==> src/rtl/rpn_stack_ctrl_if.sv <==
// Command/result handshake between a command source and the RPN stack controller.
// The master issues commands; the slave reports results, errors and depth.
interface rpn_stack_ctrl_if #(
  parameter int WIDTH = 4,
  parameter int DEPTH = 8
);
  localparam int DW = $clog2(DEPTH) + 1;

  logic             Cmd_Valid;
  logic             Cmd_Ready;
  logic [2:0]       Cmd_Op;
  logic [WIDTH-1:0] Cmd_Data;
  logic [WIDTH-1:0] Result;
  logic             Result_Valid;
  logic             Error;
  logic [DW-1:0]    Depth;

  modport master (
    output Cmd_Valid, Cmd_Op, Cmd_Data,
    input  Cmd_Ready, Result, Result_Valid, Error, Depth
  );

  modport slave (
    input  Cmd_Valid, Cmd_Op, Cmd_Data,
    output Cmd_Ready, Result, Result_Valid, Error, Depth
  );
endinterface

==> src/rtl/rpn_stack_ctrl.sv <==
// Reverse-Polish command sequencer sitting in front of an external stack:
// pushes literals, runs binary ALU ops on the top two entries, pops to Result.
//
// state    | meaning
// IDLE     | ready for a command; legality checked on accept
// PUSH_LIT | St_Push with the latched literal
// POP_B    | St_Pop for the top operand (B)
// POP_A    | St_Pop for the deeper operand (A); B visible on St_Data_Out
// EXEC     | A visible on St_Data_Out; result computed and registered
// WB_PUSH  | St_Push of the result; Result_Valid pulses
// POP_OUT  | St_Pop for a POP command
// WB_OUT   | popped value visible; Result follows St_Data_Out
module rpn_stack_ctrl #(
  parameter int WIDTH = 4,
  parameter int DEPTH = 8
) (
  input  logic             Clk,
  input  logic             Rst,
  rpn_stack_ctrl_if.slave  cmd,
  output logic             St_Push,
  output logic             St_Pop,
  output logic [WIDTH-1:0] St_Data_In,
  input  logic [WIDTH-1:0] St_Data_Out,
  input  logic             St_Full,
  input  logic             St_Empty
);
  localparam int DW = $clog2(DEPTH) + 1;

  localparam logic [2:0] OP_PUSH = 3'b000;
  localparam logic [2:0] OP_ADD  = 3'b001;
  localparam logic [2:0] OP_SUB  = 3'b010;
  localparam logic [2:0] OP_MUL  = 3'b011;
  localparam logic [2:0] OP_AND  = 3'b100;
  localparam logic [2:0] OP_OR   = 3'b101;
  localparam logic [2:0] OP_XOR  = 3'b110;
  localparam logic [2:0] OP_POP  = 3'b111;

  typedef enum logic [2:0] {
    IDLE, PUSH_LIT, POP_B, POP_A, EXEC, WB_PUSH, POP_OUT, WB_OUT
  } state_t;

  state_t             state;
  logic [DW-1:0]      depth_q;
  logic [WIDTH-1:0]   result_q;
  logic               result_valid_q;
  logic               error_q;
  logic [WIDTH-1:0]   st_data_in_q;
  logic [2:0]         op_q;
  logic [WIDTH-1:0]   b_q;
  logic [2*WIDTH-1:0] prod;
  logic [WIDTH-1:0]   alu_r;
  logic               illegal;

  assign St_Push    = (state == PUSH_LIT) || (state == WB_PUSH);
  assign St_Pop     = (state == POP_B) || (state == POP_A) || (state == POP_OUT);
  assign St_Data_In = st_data_in_q;

  assign cmd.Cmd_Ready    = (state == IDLE) && !Rst;
  assign cmd.Depth        = depth_q;
  assign cmd.Result_Valid = result_valid_q;
  assign cmd.Error        = error_q;
  // The popped word only appears on St_Data_Out in WB_OUT, so pass it straight through there.
  assign cmd.Result       = (state == WB_OUT) ? St_Data_Out : result_q;

  always_comb begin
    illegal = 1'b0;
    case (cmd.Cmd_Op)
      OP_PUSH: illegal = (depth_q == DW'(DEPTH)) || St_Full;
      OP_POP:  illegal = (depth_q == '0) || St_Empty;
      default: illegal = (depth_q < DW'(2));
    endcase
  end

  // St_Data_Out holds A during EXEC; B was captured one cycle earlier.
  assign prod = {{WIDTH{1'b0}}, St_Data_Out} * {{WIDTH{1'b0}}, b_q};

  always_comb begin
    alu_r = '0;
    case (op_q)
      OP_ADD:  alu_r = St_Data_Out + b_q;
      OP_SUB:  alu_r = St_Data_Out - b_q;
      OP_MUL:  alu_r = prod[WIDTH-1:0];
      OP_AND:  alu_r = St_Data_Out & b_q;
      OP_OR:   alu_r = St_Data_Out | b_q;
      OP_XOR:  alu_r = St_Data_Out ^ b_q;
      default: alu_r = '0;
    endcase
  end

  always_ff @(posedge Clk) begin
    if (Rst) begin
      state          <= IDLE;
      depth_q        <= '0;
      result_q       <= '0;
      result_valid_q <= 1'b0;
      error_q        <= 1'b0;
      st_data_in_q   <= '0;
      op_q           <= OP_PUSH;
      b_q            <= '0;
    end else begin
      result_valid_q <= 1'b0;
      error_q        <= 1'b0;
      if (St_Push)
        depth_q <= depth_q + DW'(1);
      else if (St_Pop)
        depth_q <= depth_q - DW'(1);

      case (state)
        IDLE: begin
          if (cmd.Cmd_Valid) begin
            op_q <= cmd.Cmd_Op;
            if (illegal) begin
              error_q <= 1'b1;
            end else begin
              case (cmd.Cmd_Op)
                OP_PUSH: begin
                  st_data_in_q <= cmd.Cmd_Data;
                  state        <= PUSH_LIT;
                end
                OP_POP:  state <= POP_OUT;
                default: state <= POP_B;
              endcase
            end
          end
        end
        PUSH_LIT: state <= IDLE;
        POP_B:    state <= POP_A;
        POP_A: begin
          b_q   <= St_Data_Out;
          state <= EXEC;
        end
        EXEC: begin
          result_q       <= alu_r;
          st_data_in_q   <= alu_r;
          result_valid_q <= 1'b1;
          state          <= WB_PUSH;
        end
        WB_PUSH: state <= IDLE;
        POP_OUT: begin
          result_valid_q <= 1'b1;
          state          <= WB_OUT;
        end
        WB_OUT: begin
          result_q <= St_Data_Out;
          state    <= IDLE;
        end
        default: state <= IDLE;
      endcase
    end
  end
endmodule

==> src/flat_wrapper.sv <==
// flat-port wrapper written by rule: the top's interface ports become plain ports
module rpn_stack_ctrl_flat 
#(
  parameter int WIDTH = 4,
  parameter int DEPTH = 8
)
  (Clk, Rst, St_Push, St_Pop, St_Data_In, St_Data_Out, St_Full, St_Empty, cmd_Cmd_Valid, cmd_Cmd_Op, cmd_Cmd_Data, cmd_Cmd_Ready, cmd_Result, cmd_Result_Valid, cmd_Error, cmd_Depth);
  rpn_stack_ctrl_if #(.WIDTH(WIDTH), .DEPTH(DEPTH)) cmd_i ();
  input  logic Clk;
  input  logic Rst;
  output logic St_Push;
  output logic St_Pop;
  output logic [WIDTH-1:0] St_Data_In;
  input  logic [WIDTH-1:0] St_Data_Out;
  input  logic St_Full;
  input  logic St_Empty;
  input wire logic [$bits(cmd_i.Cmd_Valid)-1:0] cmd_Cmd_Valid;
  input wire logic [$bits(cmd_i.Cmd_Op)-1:0] cmd_Cmd_Op;
  input wire logic [$bits(cmd_i.Cmd_Data)-1:0] cmd_Cmd_Data;
  output wire logic [$bits(cmd_i.Cmd_Ready)-1:0] cmd_Cmd_Ready;
  output wire logic [$bits(cmd_i.Result)-1:0] cmd_Result;
  output wire logic [$bits(cmd_i.Result_Valid)-1:0] cmd_Result_Valid;
  output wire logic [$bits(cmd_i.Error)-1:0] cmd_Error;
  output wire logic [$bits(cmd_i.Depth)-1:0] cmd_Depth;
  assign cmd_i.Cmd_Valid = cmd_Cmd_Valid;
  assign cmd_i.Cmd_Op = cmd_Cmd_Op;
  assign cmd_i.Cmd_Data = cmd_Cmd_Data;
  assign cmd_Cmd_Ready = cmd_i.Cmd_Ready;
  assign cmd_Result = cmd_i.Result;
  assign cmd_Result_Valid = cmd_i.Result_Valid;
  assign cmd_Error = cmd_i.Error;
  assign cmd_Depth = cmd_i.Depth;
  rpn_stack_ctrl #(.WIDTH(WIDTH), .DEPTH(DEPTH)) u_core (.Clk(Clk), .Rst(Rst), .cmd(cmd_i), .St_Push(St_Push), .St_Pop(St_Pop), .St_Data_In(St_Data_In), .St_Data_Out(St_Data_Out), .St_Full(St_Full), .St_Empty(St_Empty));
endmodule
==> config.mk <==
export PLATFORM = sky130hd
export DESIGN_NAME = rpn_stack_ctrl_flat
export DESIGN_NICKNAME = d
export VERILOG_FILES = /design/src/rtl/rpn_stack_ctrl_if.sv /design/src/rtl/rpn_stack_ctrl.sv /design/src/flat_wrapper.sv
export SDC_FILE = /design/constraint.sdc
export NUM_CORES = 1
export LEC_CHECK = 0
export CAP_MARGIN = 10
export CORE_MARGIN = 2
export CORE_UTILIZATION = 55
export DETAILED_ROUTE_END_ITERATION = 8
export PLACE_DENSITY = 0.82
export SYNTH_ARGS = -nofsm -noshare
export SYNTH_HDL_FRONTEND = slang
export SYNTH_SLANG_ARGS = --single-unit
==> constraint.sdc <==
create_clock -name Clk -period 6.25 [get_ports Clk]
set_input_delay 1.25 -clock Clk [delete_from_list [all_inputs] [get_ports Clk]]
set_output_delay 1.25 -clock Clk [all_outputs]
set_load 0.005 [all_outputs]
Word level (Yosys, flattened, before mapping)
Cells that the tools add are included.
{"block": "op_classes", "n_bitwise": 5, "mux": 16, "magnitude_cmp": 1, "eq_ne": 18, "multipliers": 1, "addsub": 4, "reduce_logical": 19}
{"op": "$eq A3 B3 Y1 const B", "count": 8}
{"op": "$mux W4", "count": 6}
{"op": "$pmux W4 S6", "count": 1}
{"op": "$pmux W3 S6", "count": 1}
{"op": "$pmux W4 S2", "count": 2}
{"op": "$eq A3 B2 Y1 const B", "count": 4}
{"op": "$eq A3 B1 Y1 const B", "count": 2}
{"op": "$logic_not A3 Y1", "count": 2}
{"op": "$mux W3", "count": 2}
{"op": "$ne A2 B2 Y1 const B", "count": 3}
{"op": "$pmux W3 S2", "count": 1}
{"op": "$reduce_bool A2 Y1", "count": 3}
{"op": "$reduce_or A3 Y1", "count": 2}
{"op": "$logic_or A1 B1 Y1", "count": 5}
{"op": "$add A4 B1 Y4 const B", "count": 1}
{"op": "$add A4 B4 Y4", "count": 1}
{"op": "$and A4 B4 Y4", "count": 1}
{"op": "$eq A4 B4 Y1 const B", "count": 1}
{"op": "$logic_not A4 Y1", "count": 1}
{"op": "$lt A4 B2 Y1 const B", "count": 1}
{"op": "$mul A4 B4 Y4", "count": 1}
{"op": "$or A4 B4 Y4", "count": 1}
{"op": "$reduce_and A2 Y1", "count": 2}
{"op": "$reduce_and A4 Y1", "count": 1}
{"op": "9 further kinds", "count": 11}
{"block": "word_totals", "ff_bits": 24, "word_cells": 72, "out_inout_bits": 17}

Logic depth before layout (Yosys ltp)
{"block": "depth", "ltp_word": 6, "depth_mapped": 10}

Worst setup path before layout
No wires, ideal clock.
{"block": "synth_path", "path_type": "input to register", "startpoint": "input St_Data_Out[1]", "endpoint": "register u_core.st_data_in_q[3] (netlist: u_core.St_Data_In[3])", "slack_ps": 3281, "t_required_ps": 6115, "arrival_ps": 2835, "path_buffers": 0, "stages": 9, "path_cell_list": "ha_1 > ha_1 > ha_1 > ha_1 > xor2_1 > xnor2_1 > nor2b_1 > mux2i_1 > o211ai_1"}
{"block": "synth_between", "elab_chain_cells": 3, "word_cells_on_any_way": 5}
{"element": "start, declared", "line_no": "flat_wrapper.sv:14", "rtl": "input logic [WIDTH-1:0] St_Data_Out;"}
{"element": "$mul A4 B4 Y4, or another cell as far along", "line_no": "rpn_stack_ctrl.sv:75", "rtl": "assign prod = {{WIDTH{1'b0}}, St_Data_Out} * {{WIDTH{1'b0}}, b_q};"}
{"element": "$pmux W4 S6 (*)", "line_no": "rpn_stack_ctrl.sv:79", "rtl": "case (op_q)"}
{"element": "$pmux W4 S2 (*)", "line_no": "rpn_stack_ctrl.sv:108", "rtl": "case (state)"}
{"element": "end signal, assigned", "line_no": "rpn_stack_ctrl.sv:117", "rtl": "st_data_in_q <= cmd.Cmd_Data;"}
{"element": "end signal, assigned", "line_no": "rpn_stack_ctrl.sv:134", "rtl": "st_data_in_q <= alu_r;"}
{"element": "end, declared", "line_no": "rpn_stack_ctrl.sv:47", "rtl": "logic [WIDTH-1:0] st_data_in_q;"}
Mark *: on every way between the ends. The rest lies on a longest branch, timed or not.
A chain may end at the register's enable or synchronous reset.

Final worst setup path
{"block": "layout_path", "startpoint": "input Rst", "endpoint": "output cmd_Cmd_Ready"}
{"block": "layout_between", "elab_chain_cells": 2}
{"element": "start, declared", "line_no": "flat_wrapper.sv:10", "rtl": "input logic Rst;"}
{"element": "$logic_not A1 Y1", "line_no": "rpn_stack_ctrl.sv:58", "rtl": "assign cmd.Cmd_Ready = (state == IDLE) && !Rst;"}
{"element": "$logic_and A1 B1 Y1", "line_no": "rpn_stack_ctrl.sv:58"}
{"element": "end, declared", "line_no": "flat_wrapper.sv:20", "rtl": "output wire logic [$bits(cmd_i.Cmd_Ready)-1:0] cmd_Cmd_Ready;"}
Every way passes these cells.

==> impl_metrics.py <==
metrics = {
    "clock_tree": {
        "cts_max_path_buffers": 2,
        "tritoncts": "done",
        "post_cts_buffers": 0,
        "cts_buffers": 3,
        "clk_pin_slew_ns": 0.12,
        "cts_root_buf": "clkbuf_4",
        "cts.sinks": 24,
        "insertion_delay_ns": 0.32,
        "hold_buffers": 0,
        "htreeDepth": 1,
        "post_cts_resized": 0,
    },
    "floorplanning": {
        "pin_count": 33,
        "die_h_um": 62.9,
        "start_util_pct": 57.2,
        "die_area_sq_mm": 0.00396,
        "num_rows": 21,
        "core_area_sq_mm": 0.00334,
        "die_w_um": 62.9,
    },
    "placement": {
        "place_hpwl_um": 3280,
        "gp_congestion": 0.840,
        "place_area_sq_mm": 0.00224,
        "dpl.cell_count": 305,
        "portBuffers": 32,
    },
    "timing": {
        "rsz0062_at_grt": "no",
        "period_share_pct": 70.5,
        "setup_viol": 0,
        "whs_ns": 0.502,
        "period_needed_ns": 4.41,
        "report.final.slew_viol_count": 0,
        "clock_skew_ns": 0.00584,
        "max-slew-margin-rel_pct": 41.5,
        "tns_ns": 0,
        "hold_viol": 0,
        "tightest_slew_ns": 0.875,
        "max_freq_ghz": 0.227,
    },
    "worst_setup_path": {
        "reg2reg_depth": 7,
        "crit_type": "input pin to primary output",
        "reg2reg_slack_ns": 3.30,
        "crit_path_end_kind": "primary output",
        "worstPathRequired_ns": 5.00,
        "critPathMaxFanout": 24,
        "r2r-start": "u_core.op_q[1]",
        "rr_endpoint": "u_core.St_Data_In[2]",
        "critPathLaunchType": "input pin",
        "crit_arrival_ns": 3.16,
    },
    "detailed_routing": {
        "drtPass1Iterations": 4,
        "drc": 0,
        "vias_per_cell": 5.78,
        "drt-total-wl_um": 4320,
        "ant_nets": 0,
        "first_iter_violations": 109,
        "vias": 1787,
        "routedWlPerCell_um": 14.0,
    },
    "run": {
        "cap_violations": 0,
    },
    "global_routing": {
        "use_met3_pct": 3.78,
        "use_met2_pct": 40.6,
        "globalRoute.busiestLayer": "met2",
        "grt_pass1_vias": 1690,
        "antenna_found_initial": 0,
        "met1_usage_pct": 31.7,
        "grt_pass1_wl_um": 7670,
        "grt.overflow.total": 0,
        "grt_max_degree": 25,
        "grt_use_total_pct": 24.0,
    },
    "final_layout": {
        "layout-drive-gt1-share_pct": 4.94,
        "syn2layout_area_growth_pct": 19.2,
        "fin_cells": 309,
        "fin_area_sq_mm": 0.00227,
        "finalNetCount": 300,
        "diodes": 0,
    },
    "power_and_ir_drop": {
        "clock_power_share_pct": 14.7,
        "sequentialPowerShare_pct": 39.9,
        "p_int_uw": 345,
        "ir_drop_uv": 183,
        "p_switching_uw": 218,
        "switching_share_pct": 38.8,
        "power_leakage_uw": 0.000890,
        "power_frac_comb_pct": 45.4,
        "power.density_mw_per_mm2": 248,
    },
    "synth": {
        "synth_ff_type": "dfxtp_1",
        "netlist_area_sq_mm": 0.00191,
        "synth_edf_count": 0,
        "synth_fp_nets": 273,
        "avgSynthCellArea_sq_um": 8.05,
        "async_flop_share_pct": 0,
        "syn_inst": 237,
        "synthDistinctLibCells": 49,
        "ys_ff_latch": 24,
        "seq_area_frac_synth_pct": 25.2,
        "yosysWarnings": 0,
    },
    "status": {
        "status": "finished, final reports clean",
    },
    "hold_path": {
        "holdPathStages": 2,
        "min_to": "u_core.result_q[0]",
        "hp-class": "register to register",
        "min_from": "u_core.result_q[0]",
    },
}
## per-stage QoR
| step | power (uW) | setup slack, ns | utilization (%) |
|---|---|---|---|
| floorplan | 394 | 3.28 | - |
| global placement | 477 | 1.90 | 67.1 |
| detailed placement | 481 | 1.88 | 67.1 |
| CTS | 566 | 1.86 | 68.2 |
| global route | 612 | 1.73 | 68.2 |
| finish | 564 | 1.84 | 68.2 |
## how the worst max path moves through the flow
stage,from,endpoint,slack [ns],depth (start not counted)
after floorplan,St_Data_Out[1],u_core.St_Data_In[3],3.28,9
after global placement,Rst,cmd_Cmd_Ready,1.90,3
after detailed placement,Rst,cmd_Cmd_Ready,1.88,3
after CTS,Rst,cmd_Cmd_Ready,1.86,3
after global routing,Rst,cmd_Cmd_Ready,1.73,3
final,Rst,cmd_Cmd_Ready,1.84,3
## flip-flops by register name (all words and copies together) (netlist names)
signal                   flops
u_core.b_q                   4
u_core.cmd.Error             1
u_core.result_q              4
u_core.cmd.Result_Valid      1
u_core.op_q                  3
u_core.cmd.Depth             4
u_core.state                 3
u_core.St_Data_In            4
## Yosys cell counts (2+ instances only)
cell type	n	share of area [%]
o21a_1	2	0.79
nor2_1	31	6.1
mux2i_1	8	4.2
o211ai_1	4	1.6
fa_1	2	2.1
buf_2	2	0.52
nor3_1	4	1.0
a311oi_1	4	1.8
nand2_1	24	4.7
inv_1	16	3.1
a31oi_1	3	0.98
and2_1	2	0.66
clkbuf_1	7	1.4
nand2b_1	4	1.3
xnor2_1	6	2.8
nand4_1	2	0.66
dfxtp_1	24	25
ha_1	18	12
nand3_1	9	2.4
a211oi_1	4	1.6
nand3b_1	3	1.2
nor2b_1	4	1.3
xor2_1	6	2.8
o21ai_0	3	0.79
o21ai_1	2	0.52
nor3b_1	2	0.79
o2111a_1	2	1.2
a21oi_1	16	4.2
a31o_2	2	0.92
o31ai_1	2	0.79
## logic make-up (layout without fill, tap and decap cells)
| group | after synthesis | after routing | synth area share (%) |
|---|---|---|---|
| AOI/OAI and AO/OA | 53 | 53 | 20.3 |
| and+or+nand+nor | 93 | 93 | 24.7 |
| DFF | 24 | 24 | 25.2 |
| adders and majority gates | 20 | 20 | 13.9 |
| buffers and inverters | 26 | 52 | 5.64 |
| muxes | 9 | 9 | 4.79 |
| xor gates and xnor gates | 12 | 12 | 5.51 |
## power by group through the flow
stage | Clock [uW] | Combinational, uW | Sequential [uW]
after global placement | 0 | 249 | 228
after detailed placement | 0 | 253 | 228
final | 83.0 | 256 | 225
after floorplan | 0 | 193 | 201
after global routing | 91.9 | 287 | 232
after CTS | 86.2 | 256 | 224
## per-layer routing
metal / share of wire, % / up-vias
li1: - / 893
met1: 45 / 837
met2: 48 / 52
met3: 5.6 / 5
met4: 0.90 / 0
met5: 0 / -
## critical path, stage by stage
cell	delay [ns]
clkdlybuf4s50_1	0.86
nor4_1	0.47
clkdlybuf4s50_1	0.58
## cell type report
type	count	area, sq um
fillers	294	1060
inverters	16	60.1
well taps	46	57.6
repair buffers	32	320
flip-flops and latches	24	480
clock buffers	4	36.3
multi-input cells	187	1320
## placed cells by master, fill, tap and decap left out, drive strengths merged, types with 5 or more instances in the layout
cell type	count
clkdlybuf4s50	32
nor2	31
nand2	24
dfxtp	24
ha	18
inv	16
a21oi	16
nand3	9
mux2i	8
xnor2	6
xor2	6
nor3	6
o21ai	5
Note: power is estimated with default switching activity, not from simulation.
==> RTL change 1: new RTL, config.mk and constraints unchanged <==
Encoding of `state_t`: now one-hot (8 bits for 8 states).
--- a/src/rtl/rpn_stack_ctrl.sv
+++ b/src/rtl/rpn_stack_ctrl.sv
@@ -36,6 +36,6 @@
   localparam logic [2:0] OP_POP  = 3'b111;
 
-  typedef enum logic [2:0] {
-    IDLE, PUSH_LIT, POP_B, POP_A, EXEC, WB_PUSH, POP_OUT, WB_OUT
+  typedef enum logic [7:0] {
+    IDLE = 8'b00000001, PUSH_LIT = 8'b00000010, POP_B = 8'b00000100, POP_A = 8'b00001000, EXEC = 8'b00010000, WB_PUSH = 8'b00100000, POP_OUT = 8'b01000000, WB_OUT = 8'b10000000
   } state_t;
 
Formal check against the unedited RTL: same outputs for any inputs over 10 cycles, from zero or initial values and one cycle with Rst high; not proved beyond that.
==> RTL change 1 against the original RTL <==
  * Critical path depth is the same
  * Sequential cell count grew 5
  * First-iteration DRC count shrank 23%
  * Final area grew 6.1%
  * Area after synthesis grew 4.1%
  * Setup slack gained 0.097 ns
  * Wire length shrank 5.8%
  * Critical path type unchanged
  * Largest cell class unchanged
  * Highest routed layer unchanged
Power is not compared: it rests on default switching activity, and its combinational part moved more than twofold at a synthesized area within 25%.
==> RTL change 1: results (changes against the original RTL) <==
[power_and_ir_drop]
vdd_ir_drop_max_mv=0.124

[critical_path]
critPathMaxStageDelay_ns=0.91  ; +0.05 ns
critPathArrivalTime_ns=3.06  ; -0.10 ns
cp_max_fo=27  ; +13%

[grt]
grt_pass1_vias=1618  ; -4.3%
grt_usage_pct=21.8  ; -2.2 points
grt_max_degree=28  ; +12%
grt_pass1_wl_mm=7.02  ; -8.4%

[route]
route.met3.wl_um=220  ; -9.5%
routed_wl_mm=4.07  ; -5.8%
met1_length_mm=1.98  ; +0.87%
vias=1778  ; -0.50%
met2_length_mm=1.84  ; -12%
drtIter0Drc=84  ; -23%

[synthesis]
yosys_warnings=0  ; unchanged
synthTopCellsByCount=30 x nand2_1, 29 x dfxtp_1, 23 x nor2_1
yosys-top-cells-area=dfxtp_1 29%, ha_1 11%, nand2_1 5.7%
ys_seq_area_share_pct=29.2  ; +4.1 points

[sta]
slew-limit-headroom_pct=33.8  ; -7.7 points
clock_skew_ns=0.0128  ; +0.00699 ns

[cts]
clkTransAtPathRegs_ns=0.09  ; -0.03 ns
cts_max_level=2  ; +1
numCtsBuffers=5  ; +2
insertion_delay_ns=0.34  ; +0.02 ns

[placed_design]
hpwl_mm=3.12  ; -4.8%
placed_cell_area_um2=2320  ; +3.9%
place.gp.congestion=0.888  ; +5.8%

[layout]
layout-drive-gt1-share_pct=7.35  ; +2.4 points
n_fill_cell=265  ; -9.9%
nets=307  ; +2.3%

[outcome]
status=finished clean

==> RTL change 1: changes by cell type in the layout (fill, tap and decap cells not counted), sizes merged, moves of 3 or more <==
cell	unedited run	this run
nor3b	3	0
xnor2	6	10
nor2b	4	0
dfxtp	24	29
a21oi	16	11
nand2	24	30
a311oi	4	1
o221ai	0	3
inv	16	19
a221oi	0	3
nor2	31	23
o21ai	5	16
==> RTL change 1: cell families (layout without fill, tap and decap cells) <==
group	after synthesis	count (layout)	synth area share, %
AO/OA/AOI/OAI	48	48	16.4
XOR/XNOR	15	15	6.62
adder cells (fa/ha/maj)	20	20	13.4
buffers and inverters	29	59	5.54
flip-flops	29	29	29.2
multiplexers	12	12	6.18
AND/OR/NAND/NOR	89	89	22.6
==> RTL change 1: through the flow <==
stage / util, % / instances / hold WS, ns / worst slack (ns)
CTS: 71.2 / 318 / 0.475 / 1.92
floorplan: - / 242 / 0.459 / 2.98
global placement: 68.6 / 310 / 0.450 / 1.92
finish: 71.2 / 318 / 0.470 / 1.94
detailed placement: 68.6 / 310 / 0.462 / 1.92
global route: 71.2 / 318 / 0.503 / 1.83
==> RTL change 1: path summary, 6_finish.rpt <==
| check | from | to | slack [ns] | cells after the start |
|---|---|---|---|---|
| worst max-delay path | Rst | cmd_Cmd_Ready | 1.94 | 3 |
| worst min-delay path | u_core.St_Data_In[1]$_SDFFE_PP0P_ | u_core.St_Data_In[1]$_SDFFE_PP0P_ | 0.47 | 2 |
| worst min register to register | u_core.St_Data_In[1]$_SDFFE_PP0P_ | u_core.St_Data_In[1]$_SDFFE_PP0P_ | 0.47 | 2 |
| worst max register to register | u_core.op_q[1]$_SDFFE_PP0P_ | u_core.St_Data_In[3]$_SDFFE_PP0P_ | 3.10 | 11 |
==> RTL change 1: where the power goes <==
part           switching [mW]  internal [mW]
sequential            0.00576          0.187
combinational          0.0205         0.0216
clock                  0.0727         0.0950
total                  0.0990          0.304
==> RTL change 1: final cells by class <==
| class | count | area [um^2] | area share [%] |
|---|---|---|---|
| Clock inverter | 2 | 37.5 | 1.56 |
| Sequential cell | 29 | 581 | 24.1 |
| Multi-Input combinational cell | 184 | 1290 | 53.7 |
| Clock buffer | 6 | 51.3 | 2.13 |
| Tap cell | 46 | 57.6 | 2.38 |
| Inverter | 19 | 71.3 | 2.95 |
| Timing Repair Buffer | 32 | 320 | 13.3 |
==> RTL change 1: per-layer routing <==
layer | vias up | global-route usage, %
met1 | 833 | 28.0
li1 | 899 | -
met4 | 0 | 6.25
met5 | - | 0
met2 | 40 | 35.3
met3 | 6 | 6.69
==> RTL change 2: new RTL, same flow settings <==
Without the edit above. `WIDTH` is set to 4 in 3 places; all go to 5.
--- a/src/rtl/rpn_stack_ctrl_if.sv
+++ b/src/rtl/rpn_stack_ctrl_if.sv
@@ -2,5 +2,5 @@
 // The master issues commands; the slave reports results, errors and depth.
 interface rpn_stack_ctrl_if #(
-  parameter int WIDTH = 4,
+  parameter int WIDTH = 5,
   parameter int DEPTH = 8
 );
--- a/src/rtl/rpn_stack_ctrl.sv
+++ b/src/rtl/rpn_stack_ctrl.sv
@@ -12,5 +12,5 @@
 // WB_OUT   | popped value visible; Result follows St_Data_Out
 module rpn_stack_ctrl #(
-  parameter int WIDTH = 4,
+  parameter int WIDTH = 5,
   parameter int DEPTH = 8
 ) (
--- a/src/flat_wrapper.sv
+++ b/src/flat_wrapper.sv
@@ -2,5 +2,5 @@
 module rpn_stack_ctrl_flat 
 #(
-  parameter int WIDTH = 4,
+  parameter int WIDTH = 5,
   parameter int DEPTH = 8
 )
Ports: changed (resized St_Data_In, St_Data_Out, cmd_Cmd_Data and cmd_Result); port bits go from 33 to 37. No check against the original RTL was run, so the function may have changed too.
==> RTL change 2 against the original RTL <==
  * Final area grew 12%
  * Area after synthesis increased by 12%
  * Sequential share of layout area grew 0.18 points
  * Total power grew 7.5%
  * Final cell count is 8.1% higher
  * Worst hold slack better by 0.0026 ns
  * Sequential cell count up 3
  * Setup slack got worse by 0.13 ns
  * Fmax is 2.9% lower
  * Synthesized cell count rose by 8.4%
  * Via count up 7.3%
  * Wire length up 16%
  * Global-route usage rose by 0.71 points
  * Critical endpoint is now u_core.St_Data_In[4]$_SDFFE_PP0P_
  * Largest cell class unchanged
  * Highest routed layer unchanged
==> RTL change 2: results (changes against the original RTL) <==
[layout]
n_fill_cell=348  ; +18%
nets=332  ; +11%
layout-drive-gt1-share_pct=5.24  ; +0.30 points

[placed_design]
place.gp.congestion=0.979  ; +17%
hpwl_mm=3.81  ; +16%
port_buffers=36  ; +13%

[critical_path]
critPathMaxStageDelay_ns=0.58  ; -0.28 ns
critPathArrivalTime_ns=4.71  ; +1.55 ns
cp_top_family=adder cells

[power_and_ir_drop]
seq_cell_power_uw=240  ; +7%
vdd_ir_drop_max_mv=0.202  ; +11%

[sta]
clock_skew_ns=0.00787  ; +0.00203 ns
worst_slew_pin_slew_ns=0.683  ; -0.192 ns

[route]
post_drt_wl_per_cell_um=15.0  ; +7.5%
routed_wl_mm=5.03  ; +16%
drtIter0Drc=85  ; -22%
via_per_inst=5.74  ; -0.75%

[grt]
grt_pass1_wl_mm=8.31  ; +8.5%
grt_pass1_vias=1835  ; +8.6%

[outcome]
status=finished clean

[synthesis]
synthAdderAreaFrac_pct=17.2  ; +3.3 points
ys_seq_area_share_pct=25.2  ; about the same
synth.area.mux_share_pct=4.20  ; -0.59 points
yosys-top-cells-area=dfxtp_1 25%, ha_1 13%, nor2_1 7.4%

[cts]
clkTransAtPathRegs_ns=0.10  ; -0.02 ns

## RTL change 2: cell types whose count changed after synthesis, moves of 5 or more
cell / delta
a21oi_1: +9
inv_1: +5
nor2_1: +11
o21ai_0: +6
nand2_1: -9
nand3_1: -6
ha_1: +5
## RTL change 2: area by class of cell
class / instances / area, um^2 / area share [%]
clock buffer: 3 / 41.3 / 1.63
clock inverter: 1 / 7.51 / 0.296
inverter: 21 / 78.8 / 3.11
tap: 48 / 60.1 / 2.37
sequential: 27 / 541 / 21.3
timing repair buffer: 37 / 368 / 14.5
multi-input combinational: 197 / 1440 / 56.8
## RTL change 2: worst min-delay path, stage by stage (launching register included)
cell and delay, ns:
dfxtp_1 0.32, nor2_1 0.09, a211oi_1 0.05
## RTL change 2: path summary, 6_finish.rpt
check,startpoint,endpoint,slack [ns],cells after the start
worst max-delay path,St_Data_Out[1],u_core.St_Data_In[4]$_SDFFE_PP0P_,1.71,15
worst min-delay path,u_core.St_Data_In[0]$_SDFFE_PP0P_,u_core.St_Data_In[0]$_SDFFE_PP0P_,0.50,2
worst max register to register,u_core.b_q[3]$_SDFFE_PP0P_,u_core.St_Data_In[4]$_SDFFE_PP0P_,2.82,14
worst min register to register,u_core.St_Data_In[0]$_SDFFE_PP0P_,u_core.St_Data_In[0]$_SDFFE_PP0P_,0.50,2
## RTL change 2: per-stage QoR
step	utilization (%)	instance area [um^2]	setup WS, ns
after global routing	68.3	2540	1.46
after global placement	67.0	2490	1.46
after detailed placement	67.0	2490	1.40
after floorplan	-	2140	2.11
after CTS	68.3	2540	1.70
final	68.3	2540	1.71
## RTL change 2: per-layer routing
layer	up-vias	GRT usage, %	share of wire, %
li1	948	-	-
met5	-	0	0
met2	61	40.6	49
met3	15	2.39	4.7
met4	0	10.7	2.7
met1	893	32.8	43
